===== src/rtl/cti_pkg.sv =====
// ============================================================================
// Module      : cti_pkg
// Description : Shared encodings for the control-transfer unit.
// Revision    : 1.0 - initial release
// ============================================================================
`default_nettype none

package cti_pkg;

    localparam logic [2:0] c_F3_BEQ  = 3'b000;
    localparam logic [2:0] c_F3_BNE  = 3'b001;
    localparam logic [2:0] c_F3_BLT  = 3'b100;
    localparam logic [2:0] c_F3_BGE  = 3'b101;
    localparam logic [2:0] c_F3_BLTU = 3'b110;
    localparam logic [2:0] c_F3_BGEU = 3'b111;

    localparam logic [4:0] c_LINK_X1 = 5'd1;
    localparam logic [4:0] c_LINK_X5 = 5'd5;

    typedef enum logic [1:0] {
        RAS_NONE    = 2'd0,
        RAS_PUSH    = 2'd1,
        RAS_POP     = 2'd2,
        RAS_POPPUSH = 2'd3
    } ras_op_e;

    function automatic logic is_link(input logic [4:0] idx);
        return (idx == c_LINK_X1) || (idx == c_LINK_X5);
    endfunction

endpackage

`default_nettype wire


===== src/rtl/ras_stack.sv =====
// ============================================================================
// Module      : ras_stack
// Description : Circular return-address stack with saturating occupancy.
// Revision    : 1.0 - initial release
// ============================================================================
`default_nettype none

module ras_stack
    import cti_pkg::*;
#(
    parameter int XLEN      = 32,
    parameter int RAS_DEPTH = 4
) (
    input  logic            clk,
    input  logic            rst_n,
    input  ras_op_e         i_op,
    input  logic [XLEN-1:0] i_data,
    output logic [XLEN-1:0] o_top,
    output logic            o_valid
);

    localparam int              c_PW   = $clog2(RAS_DEPTH);
    localparam logic [c_PW-1:0] c_PONE = c_PW'(1);
    localparam logic [c_PW:0]   c_CONE = (c_PW + 1)'(1);
    localparam logic [c_PW:0]   c_FULL = (c_PW + 1)'(RAS_DEPTH);

    logic [XLEN-1:0] r_entries [RAS_DEPTH];
    logic [c_PW-1:0] r_ptr;
    logic [c_PW:0]   r_count;

    logic            w_empty;
    logic            w_push;
    logic            w_pop;
    logic            w_replace;
    logic [c_PW-1:0] w_top_idx;

    assign w_empty   = (r_count == '0);
    assign w_top_idx = r_ptr - c_PONE;

    // A pop-then-push on an empty stack degenerates to a plain push.
    always_comb begin
        w_push    = 1'b0;
        w_pop     = 1'b0;
        w_replace = 1'b0;
        case (i_op)
            RAS_PUSH:    w_push = 1'b1;
            RAS_POP:     w_pop  = !w_empty;
            RAS_POPPUSH: begin
                w_replace = !w_empty;
                w_push    = w_empty;
            end
            default:     ;
        endcase
    end

    always_ff @(posedge clk) begin
        if (w_push) begin
            r_entries[r_ptr] <= i_data;
        end else if (w_replace) begin
            r_entries[w_top_idx] <= i_data;
        end
    end

    always_ff @(posedge clk or negedge rst_n) begin
        if (!rst_n) begin
            r_ptr   <= '0;
            r_count <= '0;
        end else if (w_push) begin
            r_ptr <= r_ptr + c_PONE;
            if (r_count != c_FULL) begin
                r_count <= r_count + c_CONE;
            end
        end else if (w_pop) begin
            r_ptr   <= w_top_idx;
            r_count <= r_count - c_CONE;
        end
    end

    assign o_top   = w_empty ? '0 : r_entries[w_top_idx];
    assign o_valid = !w_empty;

endmodule

`default_nettype wire


===== src/rtl/cti_unit.sv =====
// ============================================================================
// Module      : cti_unit
// Description : Resolves JAL/JALR/branches, link and RAS hints, registered out.
// Revision    : 1.0 - initial release
// ============================================================================
`default_nettype none

module cti_unit
    import cti_pkg::*;
#(
    parameter int XLEN      = 32,
    parameter int RAS_DEPTH = 4,
    parameter int SUPPORT_C = 0
) (
    input  logic            clk,
    input  logic            rst_n,
    input  logic            inValid,
    output logic            inReady,
    input  logic            isJAL,
    input  logic            isJALR,
    input  logic            isBranch,
    input  logic [2:0]      funct3,
    input  logic [4:0]      rdIdx,
    input  logic [4:0]      rs1Idx,
    input  logic [XLEN-1:0] rs1Val,
    input  logic [XLEN-1:0] rs2Val,
    input  logic [XLEN-1:0] imm,
    input  logic [XLEN-1:0] currentPC,
    input  logic            flush,
    output logic            outValid,
    input  logic            outReady,
    output logic            redirect,
    output logic [XLEN-1:0] targetPC,
    output logic            linkWe,
    output logic [XLEN-1:0] linkReg,
    output logic            misalignExc,
    output logic            illegalFunct3,
    output logic [XLEN-1:0] rasTop,
    output logic            rasValid
);

    localparam logic [XLEN-1:0] c_CLR_BIT0 = {{(XLEN - 1){1'b1}}, 1'b0};
    localparam logic [XLEN-1:0] c_FOUR     = XLEN'(4);

    logic            r_out_valid;
    logic            r_redirect;
    logic [XLEN-1:0] r_target;
    logic            r_link_we;
    logic [XLEN-1:0] r_link;
    logic            r_misalign;
    logic            r_illegal;

    logic            w_in_ready;
    logic            w_accept;
    logic [XLEN-1:0] w_target;
    logic [XLEN-1:0] w_link;
    logic            w_cond;
    logic            w_illegal;
    logic            w_taken;
    logic            w_misalign;
    logic            w_link_we;
    logic            w_rd_link;
    logic            w_rs1_link;
    ras_op_e         w_ras_op;
    ras_op_e         w_ras_op_acc;

    // flush takes priority over any transfer offered in the same cycle
    assign w_in_ready = (!r_out_valid || outReady) && !flush;
    assign w_accept   = inValid && w_in_ready;

    assign w_target = isJALR ? ((rs1Val + imm) & c_CLR_BIT0) : (currentPC + imm);
    assign w_link   = currentPC + c_FOUR;

    always_comb begin
        w_cond    = 1'b0;
        w_illegal = 1'b0;
        case (funct3)
            c_F3_BEQ:  w_cond = (rs1Val == rs2Val);
            c_F3_BNE:  w_cond = (rs1Val != rs2Val);
            c_F3_BLT:  w_cond = ($signed(rs1Val) <  $signed(rs2Val));
            c_F3_BGE:  w_cond = ($signed(rs1Val) >= $signed(rs2Val));
            c_F3_BLTU: w_cond = (rs1Val <  rs2Val);
            c_F3_BGEU: w_cond = (rs1Val >= rs2Val);
            default:   w_illegal = 1'b1;
        endcase
    end

    assign w_taken    = isJAL || isJALR || (isBranch && w_cond);
    assign w_misalign = w_taken && (SUPPORT_C == 0) && w_target[1];
    assign w_link_we  = (isJAL || isJALR) && (rdIdx != 5'd0) && !w_misalign;

    assign w_rd_link  = is_link(rdIdx);
    assign w_rs1_link = is_link(rs1Idx);

    always_comb begin
        w_ras_op = RAS_NONE;
        if (!w_misalign) begin
            if (isJAL) begin
                w_ras_op = w_rd_link ? RAS_PUSH : RAS_NONE;
            end else if (isJALR) begin
                case ({w_rd_link, w_rs1_link})
                    2'b01:   w_ras_op = RAS_POP;
                    2'b10:   w_ras_op = RAS_PUSH;
                    2'b11:   w_ras_op = (rdIdx == rs1Idx) ? RAS_PUSH : RAS_POPPUSH;
                    default: w_ras_op = RAS_NONE;
                endcase
            end
        end
    end

    assign w_ras_op_acc = w_accept ? w_ras_op : RAS_NONE;

    always_ff @(posedge clk or negedge rst_n) begin
        if (!rst_n) begin
            r_out_valid <= 1'b0;
            r_redirect  <= 1'b0;
            r_target    <= '0;
            r_link_we   <= 1'b0;
            r_link      <= '0;
            r_misalign  <= 1'b0;
            r_illegal   <= 1'b0;
        end else if (flush) begin
            r_out_valid <= 1'b0;
        end else if (w_accept) begin
            r_out_valid <= 1'b1;
            r_redirect  <= w_taken && !w_misalign;
            r_target    <= w_target;
            r_link_we   <= w_link_we;
            r_link      <= w_link;
            r_misalign  <= w_misalign;
            r_illegal   <= isBranch && w_illegal;
        end else if (outReady) begin
            r_out_valid <= 1'b0;
        end
    end

    ras_stack #(
        .XLEN      (XLEN),
        .RAS_DEPTH (RAS_DEPTH)
    ) u_ras (
        .clk     (clk),
        .rst_n   (rst_n),
        .i_op    (w_ras_op_acc),
        .i_data  (w_link),
        .o_top   (rasTop),
        .o_valid (rasValid)
    );

    assign inReady       = w_in_ready;
    assign outValid      = r_out_valid;
    assign redirect      = r_redirect;
    assign targetPC      = r_target;
    assign linkWe        = r_link_we;
    assign linkReg       = r_link;
    assign misalignExc   = r_misalign;
    assign illegalFunct3 = r_illegal;

endmodule

`default_nettype wire


===== config.mk =====
export PLATFORM = sky130hd
export DESIGN_NAME = cti_unit
export DESIGN_NICKNAME = d
export VERILOG_FILES = /design/src/rtl/cti_pkg.sv /design/src/rtl/ras_stack.sv /design/src/rtl/cti_unit.sv
export SDC_FILE = /design/constraint.sdc
export NUM_CORES = 1
export LEC_CHECK = 0
export BUFFER_PORTS_ARGS = -buffer_cell sky130_fd_sc_hd__buf_2
export CAP_MARGIN = 10
export CORE_MARGIN = 5
export CORE_UTILIZATION = 25
export DETAILED_ROUTE_END_ITERATION = 16
export PLACE_DENSITY = 0.43
export SLEW_MARGIN = 15
export SYNTH_ARGS = -nofsm -noshare
export SYNTH_HDL_FRONTEND = slang
export SYNTH_SLANG_ARGS = --single-unit
export TNS_END_PERCENT = 5

===== constraint.sdc =====
create_clock -name clk -period 6.5 [get_ports clk]
set_clock_uncertainty 0.15 [all_clocks]
set_input_delay 0.325 -clock clk [delete_from_list [all_inputs] [get_ports clk]]
set_output_delay 0.325 -clock clk [all_outputs]
set_load 0.05 [all_outputs]

==> results of run 1 <==
final cells by class:
class	instances	area (um2)	area share, %
timing repair buffer	271	1430	9.40
inverter	42	158	1.04
clock buffer	33	633	4.17
multi-input combinational	882	6350	41.8
clock inverter	8	95.1	0.626
tap	664	831	5.47
antenna	2	5.00	0.0329
sequential	202	5700	37.5
synthesized netlist by cell type (9+ instances only):
library cell,count
nand2_1,169
edfxtp_1,128
ha_1,94
a21oi_1,87
dfrtp_1,74
nor2_1,74
xnor2_1,60
inv_1,42
nor2b_1,40
o21ai_0,36
mux4_2,32
nand3_1,31
xor2_1,28
clkbuf_1,26
o21ai_1,26
a21o_1,24
nand4_1,18
nor3_1,16
nand2b_1,14
o211ai_1,12
a211oi_1,9
and3_1,9
registers in the layout, indices dropped and copies added, names as in the netlist:
| signal | flops |
|---|---|
| linkWe | 1 |
| linkReg | 32 |
| u_ras.r_count | 3 |
| u_ras.r_entries | 128 |
| misalignExc | 1 |
| u_ras.r_ptr | 2 |
| illegalFunct3 | 1 |
| redirect | 1 |
| targetPC | 32 |
| outValid | 1 |
per-stage QoR:
stage	total power, mW	cell area [um2]	hold slack (ps)	utilization [%]	setup slack [ps]
2_1_floorplan	2.76	12300	-121	-	1290
3_5_place_dp	3.26	14400	203	29.5	2770
5_1_grt	4.72	15200	86.9	31.2	2450
6_report	4.48	15200	75.5	31.2	2870
3_3_place_gp	3.25	14400	202	29.5	2860
4_1_cts	4.57	15200	55.2	31.2	2790
power breakdown:
group          switching (mW)  internal (mW)
combinational            1.18          0.503
clock                   0.519          0.755
sequential             0.0659           1.46
critical path: stages, from the launching register on:
cell and delay [ps]:
dfrtp_1 370, nor2b_1 140, nor2_1 220, nand2_4 330, buf_4 440, nor2_1 310
nand2_1 90, nor2_1 90, a21oi_1 60, nor2_2 600, buf_4 420
cell families after synthesis:
kind of cell,after synthesis,synth area share (%)
adder cells (fa/ha/maj),97,10.1
buffers and inverters,75,2.29
XOR/XNOR,88,6.27
multiplexers,44,6.88
AO/OA/AOI/OAI,249,12.8
AND/OR/NAND/NOR,404,15.4
flip-flops,202,46.3
layer usage:
layer  routed length (um)  GRT usage, %  vias up
li1                     -             -     4769
met1                18200          19.5     4594
met2                19200          24.6      209
met3                 1520          1.71       54
met4                  988          3.82        0
met5                    0             0        -
repair_timing:
action | CTS | global route
setup buffers | 0 | 0
setup endpoints to repair | 0 | 0
hold buffers | 8 | 0
resized for setup | 0 | 0
endpoints found under the hold margin | 45 | 0
final timing paths:
| path | to |
|---|---|
| setup / recovery | u_ras.r_entries[1][4] |
| hold / removal | redirect |
| setup reg to reg | u_ras.r_entries[1][4] |
| hold reg to reg | linkReg[18] |
| max in group asynchronous | targetPC[8] |
| min in group asynchronous | targetPC[3] |
==> flow_summary_export.csv, run 1 <==
group,metric,value,unit
status,status,"complete, no violations",
critical_path,cp-startpoint,"outValid",
yosys,synth_edf_count,128,
timing,hold_viol_final,0,
clocking,clock_sinks,202,
placed_design,dp.cells,2053,
critical_path,reg2reg_depth,10,
yosys,synth_top_area_share,31.3,%
yosys,syn_nets,1405,
clocking,cts_buffer_depth,3,
timing,setup_tns,0,ps
yosys,yosys.area.top_type,"edfxtp_1",
critical_path,crit_path_end_kind,"flip-flop",
critical_path,crit_path_start_kind,"flip-flop",
yosys,ys_types,56,
detailed_routing,wl_per_cell,19.0,um
timing,tightest_slew,762,ps
critical_path,r2r_setup_slack,2870,ps
final_layout,fillers,5078,
global_route,grt_pass1_vias,9971,
critical_path,cp_data_required_time,6520,ps
global_route,grt_pass1_wl,60.2,mm
clocking,cts_buffers,23,
detailed_routing,routed_wl,40.0,mm
yosys,syn_area,12300,um2
yosys,yosysSeqAreaShare,46.3,%
global_route,antenna_found_initial,2,
clocking,cts_max_level,1,
job,max_cap_violations,0,
yosys,synth.avg_cell_area,10.6,um2
final_layout,area_growth,23.6,%
die,die-area,53700,um2
die,pin_count,252,
detailed_routing,vias_per_cell,4.58,
placed_design,dpl.hpwl,31.4,mm
timing,fmaxAchievable,275,MHz
critical_path,r2r_start,"outValid",
final_layout,drive_gt1_share,23.8,%
die,fp.dieW,232,um
detailed_routing,via_count,9626,
die,die_y,232,um
timing,report.final.slew_viol_count,0,
timing,rsz0062_at_grt,"false",
yosys,synthTopCellsByArea,"edfxtp_1 31%, dfrtp_1 15%, ha_1 9.6%",
die,initial_core_util,25.2,%
yosys,yosysWarningCount,0,
power_and_ir_drop,power_density,295,nW/um2
final_layout,finalNetCount,1668,
global_route,grt-ovfl-total,0,
yosys,ys_seq_elements,202,
critical_path,path_class,"reg2reg",
yosys,synthFlopType,"edfxtp_1",
final_layout,final_common_cell,"buf_2",
placed_design,port_buffers,251,
hold_path,worstHoldPathType,"in2reg",
yosys,postSynthCellCount,1159,
clocking,cts_tree,"yes",
timing,setup_viol,0,
global_route,grt.total_usage,14.4,%
timing,period_minus_slack,3630,ps
clocking,cts_root_buffer,"clkbuf_16",
timing,slew_headroom,48.9,%
hold_path,hold-path-cell-count,3,
die,row_count,81,
clocking,cts.reportedPaths.clkPinSlew,60,ps
detailed_routing,drc,0,
final_layout,final_cell_mix,"250 x buf_2, 168 x nand2_1, 128 x edfxtp_1",
placed_design,place_congestion,0.879,
critical_path,worstPathArrival,3660,ps
clocking,clk_latency,520,ps
power_and_ir_drop,peakVddDrop,146,uV
global_route,grt_max_degree,53,
hold_path,min_from,"isJAL",
final_layout,instances_no_fill,2104,
yosys,ys_async_sr_fraction,36.6,%
detailed_routing,drt-pass1-iter-count,5,
detailed_routing,first_iter_violations,462,
critical_path,path_max_fanout,52,
detailed_routing,drtAntennaViolNets,0,
timing,fin_crit_sh,55.9,%
power_and_ir_drop,power.leakage,6.46,nW
die,core,48700,um2
(Power assumes the default switching activity.)
==> inputs of run 2 (changes only) <==
- ABC_AREA: unset -> 1
- PLACE_DENSITY: 0.43 -> 0.42
- clock period: 6.5 -> 3.62 ns (I/O delays scaled with it)
==> run 2 against run 1 <==
  * Global-route usage up 0.95 points
  * Clock-buffer cell count shrank 6
  * Sequential share of layout area is 1.8 points lower
  * Sequential cell count is the same
  * Synthesized area increased by 3.5%
  * Clock power increased by 76%
  * Critical path depth is 9 higher
  * Worst hold slack worse by 51 ps
  * Cell area rose by 4.9%
  * First-iteration DRC count rose by 12%
  * Combinational power grew 98%
  * Largest cell class unchanged
  * Largest power group unchanged
==> flow_summary_export.csv, run 2 <==
group,metric,value,unit
job,max_cap_violations,0,
power_and_ir_drop,peakVddDrop,267,uV
final_layout,instances_no_fill,2448,
timing,setup_viol,0,
yosys,syn_nets,1714,
status,status,"complete, no violations",
global_route,grt.total_usage,15.4,%
yosys,synth_top_area_share,30.2,%
clocking,clock_sinks,202,
global_route,use_met2,26.3,%
timing,report.final.slew_viol_count,0,
critical_path,crit_path_end_kind,"flip-flop",
yosys,synthFlopType,"edfxtp_1",
detailed_routing,vias_per_cell,4.60,
global_route,grt_max_degree,40,
timing,rsz0062_at_grt,"false",
timing,slew_headroom,30.2,%
placed_design,dp.cells,2385,
power_and_ir_drop,power_density,520,nW/um2
yosys,syn_area,12700,um2
global_route,met1_usage,20.7,%
final_layout,final_cell_mix,"380 x nand2_1, 250 x buf_2, 136 x inv_1",
placed_design,dpl.hpwl,35.6,mm
final_layout,finalNetCount,2005,
yosys,ys_async_sr_fraction,36.6,%
die,pin_count,252,
power_and_ir_drop,pwr-share-comb,40.1,%
global_route,grt_pass1_vias,11500,
power_and_ir_drop,seq_power_share,32.9,%
clocking,cts_root_buffer,"clkbuf_16",
power_and_ir_drop,power.internal,4.80,mW
final_layout,largest_register_ffs,128,
clocking,cts.reportedPaths.clkPinSlew,60,ps
die,die_y,236,um
critical_path,cp_data_required_time,3870,ps
yosys,synth_edf_count,128,
final_layout,regMostFlops,"u_ras.r_entries",
yosys,synth.most_common_cell,"nand2_1",
yosys,yosysWarningCount,0,
timing,hold_slack,24.3,ps
detailed_routing,drt-pass1-iter-count,5,
critical_path,path_class,"in2reg",
detailed_routing,drtAntennaViolNets,0,
timing,fin_crit_sh,85.8,%
final_layout,drive_gt1_share,20.1,%
timing,hold_viol_final,0,
detailed_routing,wl_per_cell,18.1,um
global_route,grt.busiest_layer,"met2",
yosys,yosys.area.top_type,"edfxtp_1",
yosys,postSynthCellCount,1468,
detailed_routing,first_iter_violations,518,
timing,fmaxAchievable,322,MHz
detailed_routing,via_count,11200,
timing,period_minus_slack,3110,ps
critical_path,path_max_fanout,6,
clocking,cts_max_level,1,
clocking,cts_buffers,23,
final_layout,final_common_cell,"nand2_1",
power_and_ir_drop,power.leakage,7.19,nW
power_and_ir_drop,power,8.29,mW
timing,setup_tns,0,ps
critical_path,worstPathArrival,3360,ps
power_and_ir_drop,p_switching,3.49,mW
global_route,met3_usage,1.94,%
die,fp.dieW,236,um
detailed_routing,routed_wl,44.3,mm
global_route,grt_pass1_wl,67.5,mm
clocking,clk_latency,510,ps
timing,tightest_slew,1040,ps
yosys,synth.avg_cell_area,8.67,um2
critical_path,crit_path_start_kind,"input port",
die,die-area,55500,um2
yosys,yosysSeqAreaShare,44.8,%
die,core,50300,um2
power_and_ir_drop,clockPowerShare,27.1,%
clocking,cts_tree,"yes",
final_layout,area_growth,25.3,%
global_route,antenna_found_initial,4,
die,row_count,82,
hold_path,worstHoldPathType,"in2reg",
clocking,cts_buffer_depth,3,
placed_design,place_congestion,0.863,
yosys,ys_types,51,
yosys,synth_common_cells,"381 x nand2_1, 136 x inv_1, 133 x a21oi_1, 128 x edfxtp_1, 94 x ha_1",
yosys,synthTopCellsByArea,"edfxtp_1 30%, dfrtp_1 15%, nand2_1 11%",
power_and_ir_drop,switching_share,42.1,%
critical_path,r2r_setup_slack,910,ps
yosys,ys_seq_elements,202,
detailed_routing,drc,0,
global_route,grt-ovfl-total,0,
die,initial_core_util,25.3,%
placed_design,port_buffers,251,
run 2: cell count changes after synthesis, moves of 14 or more:
cell | previous run | this run
a21o_1 | 24 | 7
a21oi_1 | 87 | 133
a22o_1 | 0 | 33
a31oi_1 | 5 | 35
inv_1 | 42 | 136
mux4_2 | 32 | 0
nand2_1 | 169 | 381
nand2b_1 | 14 | 0
nand3_1 | 31 | 66
nor2b_1 | 40 | 0
o21a_1 | 8 | 31
o21ai_0 | 36 | 75
o21ai_1 | 26 | 8
xnor2_1 | 60 | 19
run 2: worst max-delay path, stage by stage:
cell,delay (ps)
dlygate4sd3_1,530
buf_2,180
ha_1,230
fa_1,420
nand3_1,90
nand2_1,90
nand2_1,70
nand2_1,40
o21ai_0,150
o21ai_2,180
a21oi_1,150
inv_1,80
nand2_1,60
o211ai_1,90
o21ai_0,170
a21oi_1,60
o21ai_0,320
buf_4,200
nand2_1,40
run 2: power by group through the flow:
stage	logic, mW	registers [mW]	clock network [mW]
after floorplan	1.86	3.23	0
after global placement	3.35	2.77	0
after detailed placement	3.36	2.78	0
after CTS	3.38	2.73	2.34
after global routing	3.61	2.75	2.43
final	3.32	2.73	2.24
run 2: final cells by class:
type	count	area, um2
fillers	5409	34300
multi-input cells	1087	6380
flip-flops and latches	202	5700
repair buffers	306	1790
well taps	672	841
clock buffers	27	591
inverters	139	522
clock inverters	12	116
diodes	3	7.51
run 2: cells by family (layout without fill, tap and decap cells):
| group | count (synthesis) | in the layout | synth area share [%] |
|---|---|---|---|
| flip-flops | 202 | 202 | 44.8 |
| buffers and inverters | 179 | 484 | 5.28 |
| other | 0 | 3 | 0 |
| multiplexers | 1 | 1 | 0.0885 |
| XOR/XNOR | 54 | 54 | 3.72 |
| adder cells (fa/ha/maj) | 97 | 97 | 9.72 |
| AND/OR/NAND/NOR | 588 | 588 | 20.1 |
| AO/OA/AOI/OAI | 347 | 347 | 16.3 |
run 2: path summary, 6_finish.rpt:
| kind | startpoint | end | cells past startpoint |
|---|---|---|---|
| worst max-delay path | currentPC[0] | targetPC[14] | 19 |
| worst min-delay path | currentPC[4] | linkReg[4] | 4 |
| worst max register to register | outValid | u_ras.r_entries[1][29] | 14 |
| worst min register to register | linkReg[17] | linkReg[17] | 2 |
| max in group asynchronous | rst_n | targetPC[19] | 4 |
| min in group asynchronous | rst_n | targetPC[22] | 3 |
run 2: stage by stage:
step	utilization [%]	cell area, um2	setup slack, ps
after global routing	31.7	15900	199
after detailed placement	29.9	15000	73.2
after global placement	29.9	15000	91.9
after floorplan	-	12700	-149
final	31.7	15900	515
after CTS	31.7	15900	501
run 2: timing repair:
item	CTS	global route
hold endpoints to repair	99	0
resized for setup	0	0
setup endpoints to repair	0	0
hold buffers	21	0
buffers inserted	0	0
run 2: layer usage:
metal / up-vias / wire, um / share of wire (%)
met4: 0 / 954 / 2.2
met5: - / 0 / 0
met1: 5278 / 20300 / 46
met2: 243 / 21100 / 48
met3: 56 / 1880 / 4.2
li1: 5672 / - / -
